File: config.mk
export PLATFORM = sky130hd
export DESIGN_NAME = data_mem_arb_flat
export DESIGN_NICKNAME = d
export VERILOG_FILES = /design/src/rtl/data_mem_arb_if.sv /design/src/rtl/data_mem_arb.sv /design/src/flat_wrapper.sv
export SDC_FILE = /design/constraint.sdc
export NUM_CORES = 1
export LEC_CHECK = 0
export BUFFER_PORTS_ARGS = -buffer_cell sky130_fd_sc_hd__buf_2
export CORE_ASPECT_RATIO = 1.2
export CORE_MARGIN = 3
export CORE_UTILIZATION = 40
export DETAILED_ROUTE_END_ITERATION = 10
export GPL_TIMING_DRIVEN = 1
export MAX_ROUTING_LAYER = met4
export PLACE_DENSITY = 0.76
export SLEW_MARGIN = 20
export SYNTH_ARGS = -nofsm -noshare
export SYNTH_HDL_FRONTEND = slang
export SYNTH_SLANG_ARGS = --single-unit
export TNS_END_PERCENT = 20
File: constraint.sdc
create_clock -name clk -period 1.36 [get_ports clk]
set_input_delay 0.136 -clock clk [delete_from_list [all_inputs] [get_ports clk]]
set_output_delay 0.136 -clock clk [all_outputs]
set_load 0.1 [all_outputs]
File: src/rtl/data_mem_arb_if.sv
// rtl/data_mem_arb_if.sv - CPU, DMA and data-memory port bundle for data_mem_arb.
interface data_mem_arb_if;
    logic        cpu_req;
    logic        cpu_wren;
    logic [31:0] cpu_addr;
    logic [31:0] cpu_wdata;
    logic        cpu_gnt;
    logic        cpu_rvalid;
    logic        cpu_err;
    logic [31:0] cpu_rdata;

    logic        dma_req;
    logic        dma_wren;
    logic [31:0] dma_addr;
    logic [31:0] dma_wdata;
    logic        dma_gnt;
    logic        dma_rvalid;
    logic        dma_err;
    logic [31:0] dma_rdata;

    logic [31:0] mem_addr;
    logic [31:0] mem_wdata;
    logic        mem_wren;
    logic [31:0] mem_rdata;
    logic [1:0]  mem_bank;

    modport slave (
        input  cpu_req, cpu_wren, cpu_addr, cpu_wdata,
        output cpu_gnt, cpu_rvalid, cpu_err, cpu_rdata,
        input  dma_req, dma_wren, dma_addr, dma_wdata,
        output dma_gnt, dma_rvalid, dma_err, dma_rdata,
        output mem_addr, mem_wdata, mem_wren, mem_bank,
        input  mem_rdata
    );

    modport master (
        output cpu_req, cpu_wren, cpu_addr, cpu_wdata,
        input  cpu_gnt, cpu_rvalid, cpu_err, cpu_rdata,
        output dma_req, dma_wren, dma_addr, dma_wdata,
        input  dma_gnt, dma_rvalid, dma_err, dma_rdata,
        input  mem_addr, mem_wdata, mem_wren, mem_bank,
        output mem_rdata
    );
endinterface

File: src/rtl/data_mem_arb.sv
// rtl/data_mem_arb.sv - CPU/DMA arbiter for the single-port data memory.
// DATA_MEM_ARB_FAIR_EN enables the DMA starvation counter; undefined gives strict CPU priority.
module data_mem_arb #(
    parameter int unsigned DEPTH_WORDS  = 49152,
    parameter int unsigned STARVE_LIMIT = 8
) (
    input  logic          clk,
    input  logic          rst,
    data_mem_arb_if.slave bus
);
    typedef enum logic [1:0] {IDLE, ACCESS, RDATA} state_t;

    if (STARVE_LIMIT < 1) begin : g_bad_limit
        $error("STARVE_LIMIT must be at least 1");
    end

    state_t      r_state;
    logic        r_win_dma;
    logic        r_is_read;
    logic        r_cpu_gnt, r_dma_gnt;
    logic        r_cpu_err, r_dma_err;
    logic        r_cpu_rvalid, r_dma_rvalid;
    logic [31:0] r_cpu_rdata, r_dma_rdata;
    logic [31:0] r_mem_addr, r_mem_wdata;
    logic        r_mem_wren;
    logic [1:0]  r_mem_bank;

    logic        w_any_req;
    logic        w_fair_turn;
    logic        w_pick_dma;
    logic        w_wren;
    logic [31:0] w_addr;
    logic [31:0] w_wdata;
    logic        w_in_range;

    assign w_any_req  = bus.cpu_req | bus.dma_req;
    assign w_pick_dma = bus.dma_req & (~bus.cpu_req | w_fair_turn);
    assign w_wren     = w_pick_dma ? bus.dma_wren  : bus.cpu_wren;
    assign w_addr     = w_pick_dma ? bus.dma_addr  : bus.cpu_addr;
    assign w_wdata    = w_pick_dma ? bus.dma_wdata : bus.cpu_wdata;
    assign w_in_range = w_addr < DEPTH_WORDS;

`ifdef DATA_MEM_ARB_FAIR_EN
    localparam int unsigned CW = $clog2(STARVE_LIMIT + 1);
    logic [CW-1:0] r_starve;

    assign w_fair_turn = (r_starve == CW'(STARVE_LIMIT));

    // Counts CPU wins that left a DMA request waiting; any DMA win clears it.
    always_ff @(posedge clk) begin
        if (rst) begin
            r_starve <= '0;
        end else if (r_state == IDLE && w_any_req) begin
            if (w_pick_dma)
                r_starve <= '0;
            else if (bus.dma_req)
                r_starve <= r_starve + CW'(1);
        end
    end
`else
    assign w_fair_turn = 1'b0;
`endif

    always_ff @(posedge clk) begin
        if (rst) begin
            r_state      <= IDLE;
            r_win_dma    <= 1'b0;
            r_is_read    <= 1'b0;
            r_cpu_gnt    <= 1'b0;
            r_dma_gnt    <= 1'b0;
            r_cpu_err    <= 1'b0;
            r_dma_err    <= 1'b0;
            r_cpu_rvalid <= 1'b0;
            r_dma_rvalid <= 1'b0;
            r_cpu_rdata  <= '0;
            r_dma_rdata  <= '0;
            r_mem_addr   <= '0;
            r_mem_wdata  <= '0;
            r_mem_wren   <= 1'b0;
            r_mem_bank   <= '0;
        end else begin
            r_cpu_gnt    <= 1'b0;
            r_dma_gnt    <= 1'b0;
            r_cpu_err    <= 1'b0;
            r_dma_err    <= 1'b0;
            r_cpu_rvalid <= 1'b0;
            r_dma_rvalid <= 1'b0;
            r_mem_wren   <= 1'b0;
            case (r_state)
                IDLE: begin
                    if (w_any_req) begin
                        // Out-of-range winners still pass through ACCESS so the
                        // single gnt/err pulse is seen before re-arbitration.
                        r_win_dma   <= w_pick_dma;
                        r_mem_addr  <= w_addr;
                        r_mem_wdata <= w_wdata;
                        r_mem_bank  <= w_addr[15:14];
                        r_cpu_gnt   <= ~w_pick_dma;
                        r_dma_gnt   <= w_pick_dma;
                        r_cpu_err   <= ~w_pick_dma & ~w_in_range;
                        r_dma_err   <= w_pick_dma & ~w_in_range;
                        r_mem_wren  <= w_wren & w_in_range;
                        r_is_read   <= ~w_wren & w_in_range;
                        r_state     <= ACCESS;
                    end
                end
                ACCESS: begin
                    if (r_is_read) begin
                        r_cpu_rvalid <= ~r_win_dma;
                        r_dma_rvalid <= r_win_dma;
                        r_state      <= RDATA;
                    end else begin
                        r_state <= IDLE;
                    end
                end
                RDATA: begin
                    if (r_win_dma)
                        r_dma_rdata <= bus.mem_rdata;
                    else
                        r_cpu_rdata <= bus.mem_rdata;
                    r_state <= IDLE;
                end
                default: r_state <= IDLE;
            endcase
        end
    end

    // Memory data only exists during RDATA, so it is forwarded then and held afterwards.
    assign bus.cpu_rdata  = (r_state == RDATA && !r_win_dma) ? bus.mem_rdata : r_cpu_rdata;
    assign bus.dma_rdata  = (r_state == RDATA &&  r_win_dma) ? bus.mem_rdata : r_dma_rdata;
    assign bus.cpu_gnt    = r_cpu_gnt;
    assign bus.dma_gnt    = r_dma_gnt;
    assign bus.cpu_err    = r_cpu_err;
    assign bus.dma_err    = r_dma_err;
    assign bus.cpu_rvalid = r_cpu_rvalid;
    assign bus.dma_rvalid = r_dma_rvalid;
    assign bus.mem_addr   = r_mem_addr;
    assign bus.mem_wdata  = r_mem_wdata;
    assign bus.mem_wren   = r_mem_wren;
    assign bus.mem_bank   = r_mem_bank;
endmodule

File: src/flat_wrapper.sv
// flat-port wrapper written by rule: the top's interface ports become plain ports
module data_mem_arb_flat 
#(
    parameter int unsigned DEPTH_WORDS  = 49152,
    parameter int unsigned STARVE_LIMIT = 8
)
  (clk, rst, bus_cpu_req, bus_cpu_wren, bus_cpu_addr, bus_cpu_wdata, bus_cpu_gnt, bus_cpu_rvalid, bus_cpu_err, bus_cpu_rdata, bus_dma_req, bus_dma_wren, bus_dma_addr, bus_dma_wdata, bus_dma_gnt, bus_dma_rvalid, bus_dma_err, bus_dma_rdata, bus_mem_addr, bus_mem_wdata, bus_mem_wren, bus_mem_bank, bus_mem_rdata);
  data_mem_arb_if bus_i ();
  input  logic clk;
  input  logic rst;
  input wire logic [$bits(bus_i.cpu_req)-1:0] bus_cpu_req;
  input wire logic [$bits(bus_i.cpu_wren)-1:0] bus_cpu_wren;
  input wire logic [$bits(bus_i.cpu_addr)-1:0] bus_cpu_addr;
  input wire logic [$bits(bus_i.cpu_wdata)-1:0] bus_cpu_wdata;
  output wire logic [$bits(bus_i.cpu_gnt)-1:0] bus_cpu_gnt;
  output wire logic [$bits(bus_i.cpu_rvalid)-1:0] bus_cpu_rvalid;
  output wire logic [$bits(bus_i.cpu_err)-1:0] bus_cpu_err;
  output wire logic [$bits(bus_i.cpu_rdata)-1:0] bus_cpu_rdata;
  input wire logic [$bits(bus_i.dma_req)-1:0] bus_dma_req;
  input wire logic [$bits(bus_i.dma_wren)-1:0] bus_dma_wren;
  input wire logic [$bits(bus_i.dma_addr)-1:0] bus_dma_addr;
  input wire logic [$bits(bus_i.dma_wdata)-1:0] bus_dma_wdata;
  output wire logic [$bits(bus_i.dma_gnt)-1:0] bus_dma_gnt;
  output wire logic [$bits(bus_i.dma_rvalid)-1:0] bus_dma_rvalid;
  output wire logic [$bits(bus_i.dma_err)-1:0] bus_dma_err;
  output wire logic [$bits(bus_i.dma_rdata)-1:0] bus_dma_rdata;
  output wire logic [$bits(bus_i.mem_addr)-1:0] bus_mem_addr;
  output wire logic [$bits(bus_i.mem_wdata)-1:0] bus_mem_wdata;
  output wire logic [$bits(bus_i.mem_wren)-1:0] bus_mem_wren;
  output wire logic [$bits(bus_i.mem_bank)-1:0] bus_mem_bank;
  input wire logic [$bits(bus_i.mem_rdata)-1:0] bus_mem_rdata;
  assign bus_i.cpu_req = bus_cpu_req;
  assign bus_i.cpu_wren = bus_cpu_wren;
  assign bus_i.cpu_addr = bus_cpu_addr;
  assign bus_i.cpu_wdata = bus_cpu_wdata;
  assign bus_cpu_gnt = bus_i.cpu_gnt;
  assign bus_cpu_rvalid = bus_i.cpu_rvalid;
  assign bus_cpu_err = bus_i.cpu_err;
  assign bus_cpu_rdata = bus_i.cpu_rdata;
  assign bus_i.dma_req = bus_dma_req;
  assign bus_i.dma_wren = bus_dma_wren;
  assign bus_i.dma_addr = bus_dma_addr;
  assign bus_i.dma_wdata = bus_dma_wdata;
  assign bus_dma_gnt = bus_i.dma_gnt;
  assign bus_dma_rvalid = bus_i.dma_rvalid;
  assign bus_dma_err = bus_i.dma_err;
  assign bus_dma_rdata = bus_i.dma_rdata;
  assign bus_mem_addr = bus_i.mem_addr;
  assign bus_mem_wdata = bus_i.mem_wdata;
  assign bus_mem_wren = bus_i.mem_wren;
  assign bus_mem_bank = bus_i.mem_bank;
  assign bus_i.mem_rdata = bus_mem_rdata;
  data_mem_arb #(.DEPTH_WORDS(DEPTH_WORDS), .STARVE_LIMIT(STARVE_LIMIT)) u_core (.clk(clk), .rst(rst), .bus(bus_i));
endmodule
After elaboration in Yosys (flattened, before gate mapping):

Index checks and enable logic that the tools add are counted.

* register bits after elaboration: 141
* latch bits: 0
* bits in writable memories: 0
* bits in read-only memories: 0
* bits of input ports: 166
* memories kept: 0

* add/subtract/negate cells: 0
* multipliers: 0
* divide/modulo/power cells: 0
* order comparisons: 1
* equality and inequality tests: 3
* shift-type cells: 0
* mux-type cells: 8
* bitwise operators: 15
* reductions and logical operators: 9

Operators with widths (number)
* $mux 32: 4
* $lt 32x16->1 const B: 1
* $not 1->1: 9
* $reduce_and 2->1: 3
* $reduce_or 3->1: 2
* $and 1x1->1: 5
* $mux 2: 2
* $pmux 2 s2: 1
* $eq 2x1->1 const B: 1
* $eq 2x2->1 const B: 1
* $logic_and 1x1->1: 2
* $logic_not 2->1: 1
* $ne 2x1->1 const B: 1
* $logic_not 1->1: 1
* $mux 1: 1
* $or 1x1->1: 1

Logic depth before layout (Yosys ltp):

* word-level depth: 6
* mapped depth: 6
* mapped depth without buffers: 4

Least setup slack after synthesis:

OpenSTA, ideal clock, no wires.

* kind: flip-flop to flip-flop
* from: reg u_core.r_state[1]
* to: reg u_core.r_cpu_rdata[10]
* setup time: 128 ps
* arrival time: 1633 ps
* data required time: 1232 ps
* setup slack: -401 ps
* stages on the path, launching flop included: 5
* buffers on the path: 1
* clock period less this slack: 1761 ps
* cell sequence: dfxtp_1 > nor3b_2 > buf_4 > mux2_2 > nor2b_1

* word-level cells in the longest chain between the ends: 2

Ends and longest elaborated chain
* start: declaration: RTL line data_mem_arb.sv:17 `state_t r_state;`
* start signal: assignment: RTL line data_mem_arb.sv:66 `r_state <= IDLE;`
* start signal: assignment: RTL line data_mem_arb.sv:104 `r_state <= ACCESS;`
* start signal: assignment: RTL line data_mem_arb.sv:111 `r_state <= RDATA;`
* $eq 2x2->1: RTL line data_mem_arb.sv:89 `case (r_state)`
* $reduce_and 2->1 (no source line)
* end signal: assignment: RTL line data_mem_arb.sv:120 `r_cpu_rdata <= bus.mem_rdata;`
* end: declaration: RTL line data_mem_arb.sv:23 `logic [31:0] r_cpu_rdata, r_dma_rdata;`

Every way passes these cells.
A chain may end at the register's enable or synchronous reset.

Final worst setup path:

* from: reg u_core.r_state[0]
* to: out bus_cpu_rdata[17]

* word-level cells in the longest chain between the ends: 3

Ends and longest elaborated chain
* $eq 2x2->1: RTL line data_mem_arb.sv:129 `assign bus.cpu_rdata = (r_state == RDATA && !r_win_dma) ? bus.mem_rdata : r_cpu_rdata;`
* $logic_and 1x1->1: RTL line data_mem_arb.sv:129
* $mux 32: RTL line data_mem_arb.sv:129
* end: declaration: RTL line flat_wrapper.sv:18 `output wire logic [$bits(bus_i.cpu_rdata)-1:0] bus_cpu_rdata;`

Every way passes these cells.

==> flow_summary.ini <==
[cells_and_area]
fin_nets = 1033
final_cell_mix = 197 x buf_2, 136 x dfxtp_1, 71 x dlygate4sd3_1
mostFrequentLayoutCell = buf_2
layout-drive-gt1-share = 0.515
syn_to_final_growth_pct = 85.6
final_core_util = 0.768

[detailed_routing]
drt-total-wl_um = 21900
drc = 0
ant_nets = 0
first_iter_violations = 343
dr.pass1.iters = 5
routedWlPerCell_um = 20.9
vias = 5499
routed_via_density = 5.24

[worst_setup_path]
critPathMaxStageDelay_ns = 0.34
arrival_ns = 1.86
critical_path_class = register to output pin
worstPathRequired_ns = 1.22
path_max_fanout = 11
cp-start-kind = register
cp_num_buf_inv = 3
path_cells = nor3b_4 -> buf_4 -> buf_12 -> mux2_4 -> buf_12
critPathTopFamily = buffers and inverters
slowest_stage = dfxtp_2
regToRegSetupSlack_ns = -0.40
endpoint_kind = output pin
critPathMostFrequentCell = buf_12

[synth]
syn_nets = 633
synth_cell_types = 28
synth-seq-area-share = 0.503
netlist_instances = 467
synth_area_um2 = 5530
synth_warnings = 0
post_synth.cell_area_avg_um2 = 11.8
ys_ff_latch = 139

[place]
dp_slack_ns = -0.297
io_buffers = 302
routabilityCongestion = 0.826
hpwl_um = 13300

[floorplan]
core_area_um2 = 13400
die-area_um2 = 15300
die_x_um = 113
placementRows = 46
top_level_ports = 303
start_util = 0.414
fp.dieH_um = 135

[job]
drv_cap = 0

[grt]
antenna_found_initial = 2
grt_pass1_wl_um = 32500
track_usage = 0.282
grt_pass1_vias = 6094
grt_max_degree = 49
overflow = 0

[pwr]
pwr_density_cell_nw_per_um2 = 1140
p_leak_nw = 4.89
ir_worst_vdd_mv = 0.809

[sta]
fin_ws_ns = -0.632
period_share = 1.46
whs_ns = 0.00421
rsz0062_at_grt = yes
worst_slew_pin_slew_ns = 0.635
slew_headroom = 0.573
fin_tns_setup_ns = -69.58
maxSlewViolCount = 0
setup_viol = 200
fmax_mhz = 502
min_period_ns = 1.99
hold_viol = 0
fin_skew_ns = 0.00881

[cts]
cts_sinks = 139
htree_levels = 4
cts_buffers = 17
cts_root_buf = clkbuf_16
clkLatencyLatePin_ns = 0.42
clk_path_buf_depth = 2
clkTransAtPathRegs_ns = 0.06
cts_tree = done

[hold_path]
holdCritPathClass = input pin to register

[outcome]
outcome = complete, but fails checks
violations = negative setup slack
-- cells in the mapped netlist (all sizes together) --
cell / count / area [µm²]
a21o: 1 / 7.51
nand3: 4 / 20.0
nor3b: 2 / 20.0
o21a: 2 / 15.0
nor2b: 66 / 413
clkbuf: 19 / 71.3
nand3b: 1 / 7.51
or4: 1 / 7.51
mux2: 64 / 721
inv: 1 / 3.75
nor3: 1 / 5.00
and2: 1 / 6.26
buf: 18 / 121
nand2b: 1 / 6.26
mux2i: 65 / 651
nor2: 4 / 25.0
nand2: 2 / 7.51
dfxtp: 139 / 2780
o22ai: 1 / 6.26
a32o: 1 / 10.0
nor4bb: 1 / 10.0
o2bb2ai: 64 / 561
nor4: 8 / 50.1
-- cells by family after synthesis --
kind of cell | Yosys count | synth area share
AOI/OAI and AO/OA | 69 | 0.108
muxes | 129 | 0.248
buffers and inverters | 38 | 0.0355
and+or+nand+nor | 92 | 0.105
DFF | 139 | 0.503
-- flip-flops by register name (all words and copies together), names as in the netlist, 2 cells and up --
register	cells
u_core.bus.mem_addr	31
u_core.bus.mem_wdata	32
u_core.r_dma_rdata	32
u_core.r_cpu_rdata	32
u_core.r_state	2
-- layout make-up --
type	count	area (µm²)
diodes	2	5.00
clock buffers	17	425
clock inverters	15	188
fillers	800	3090
inverters	1	3.75
multi-input cells	290	2820
flip-flops and latches	139	2790
well taps	168	210
repair buffers	418	3820
-- power by group --
| group | total, mW | internal [mW] | switching, mW |
|---|---|---|---|
| logic | 2.55 | 0.726 | 1.82 |
| clock network | 4.78 | 2.92 | 1.86 |
| registers | 4.36 | 4.25 | 0.113 |
| total | 11.7 | 7.89 | 3.80 |
-- metal layers --
metal	GRT usage	part of all wire	routed length, µm
met4	0.154	0.050	1090
met3	0.0623	0.062	1360
met5	-	0	0
met1	0.301	0.37	8010
met2	0.484	0.52	11400
-- worst reg2reg max path: cells and delay by family, from the launching register on --
family | cells | cell delay [ns]
AND/OR/NAND/NOR | 1 | 0.77
flip-flops | 1 | 0.33
buffers and inverters | 2 | 0.38
AO/OA/AOI/OAI | 1 | 0.22
-- final timing paths --
check | startpoint | to | cells after the start
hold / removal | bus_cpu_addr[12] | u_core.bus.mem_addr[12] | 3
setup reg to reg | u_core.r_state[1] | u_core.bus.mem_wdata[7] | 4
hold reg to reg | u_core.bus.mem_wdata[27] | u_core.bus.mem_wdata[27] | 1
setup / recovery | u_core.r_state[0] | bus_cpu_rdata[17] | 5
-- through the flow --
stage | total power [mW] | area (µm²) | cells
after global routing | 12.0 | 10300 | 1050
after global placement | 6.65 | 8180 | 927
after CTS | 11.7 | 9940 | 1040
after detailed placement | 6.69 | 8180 | 927
after floorplan | 6.06 | 5780 | 467
final | 11.7 | 10300 | 1050
-- timing repair --
item,in CTS,in global routing
gates resized for setup,91,67
setup buffers,7,7
endpoints found under the hold margin,41,0
hold buffers,71,0
cloned,3,2
endpoints found under the setup margin,209,228
pin swaps,1,1
No activity file was read; power rests on OpenSTA's default activity.
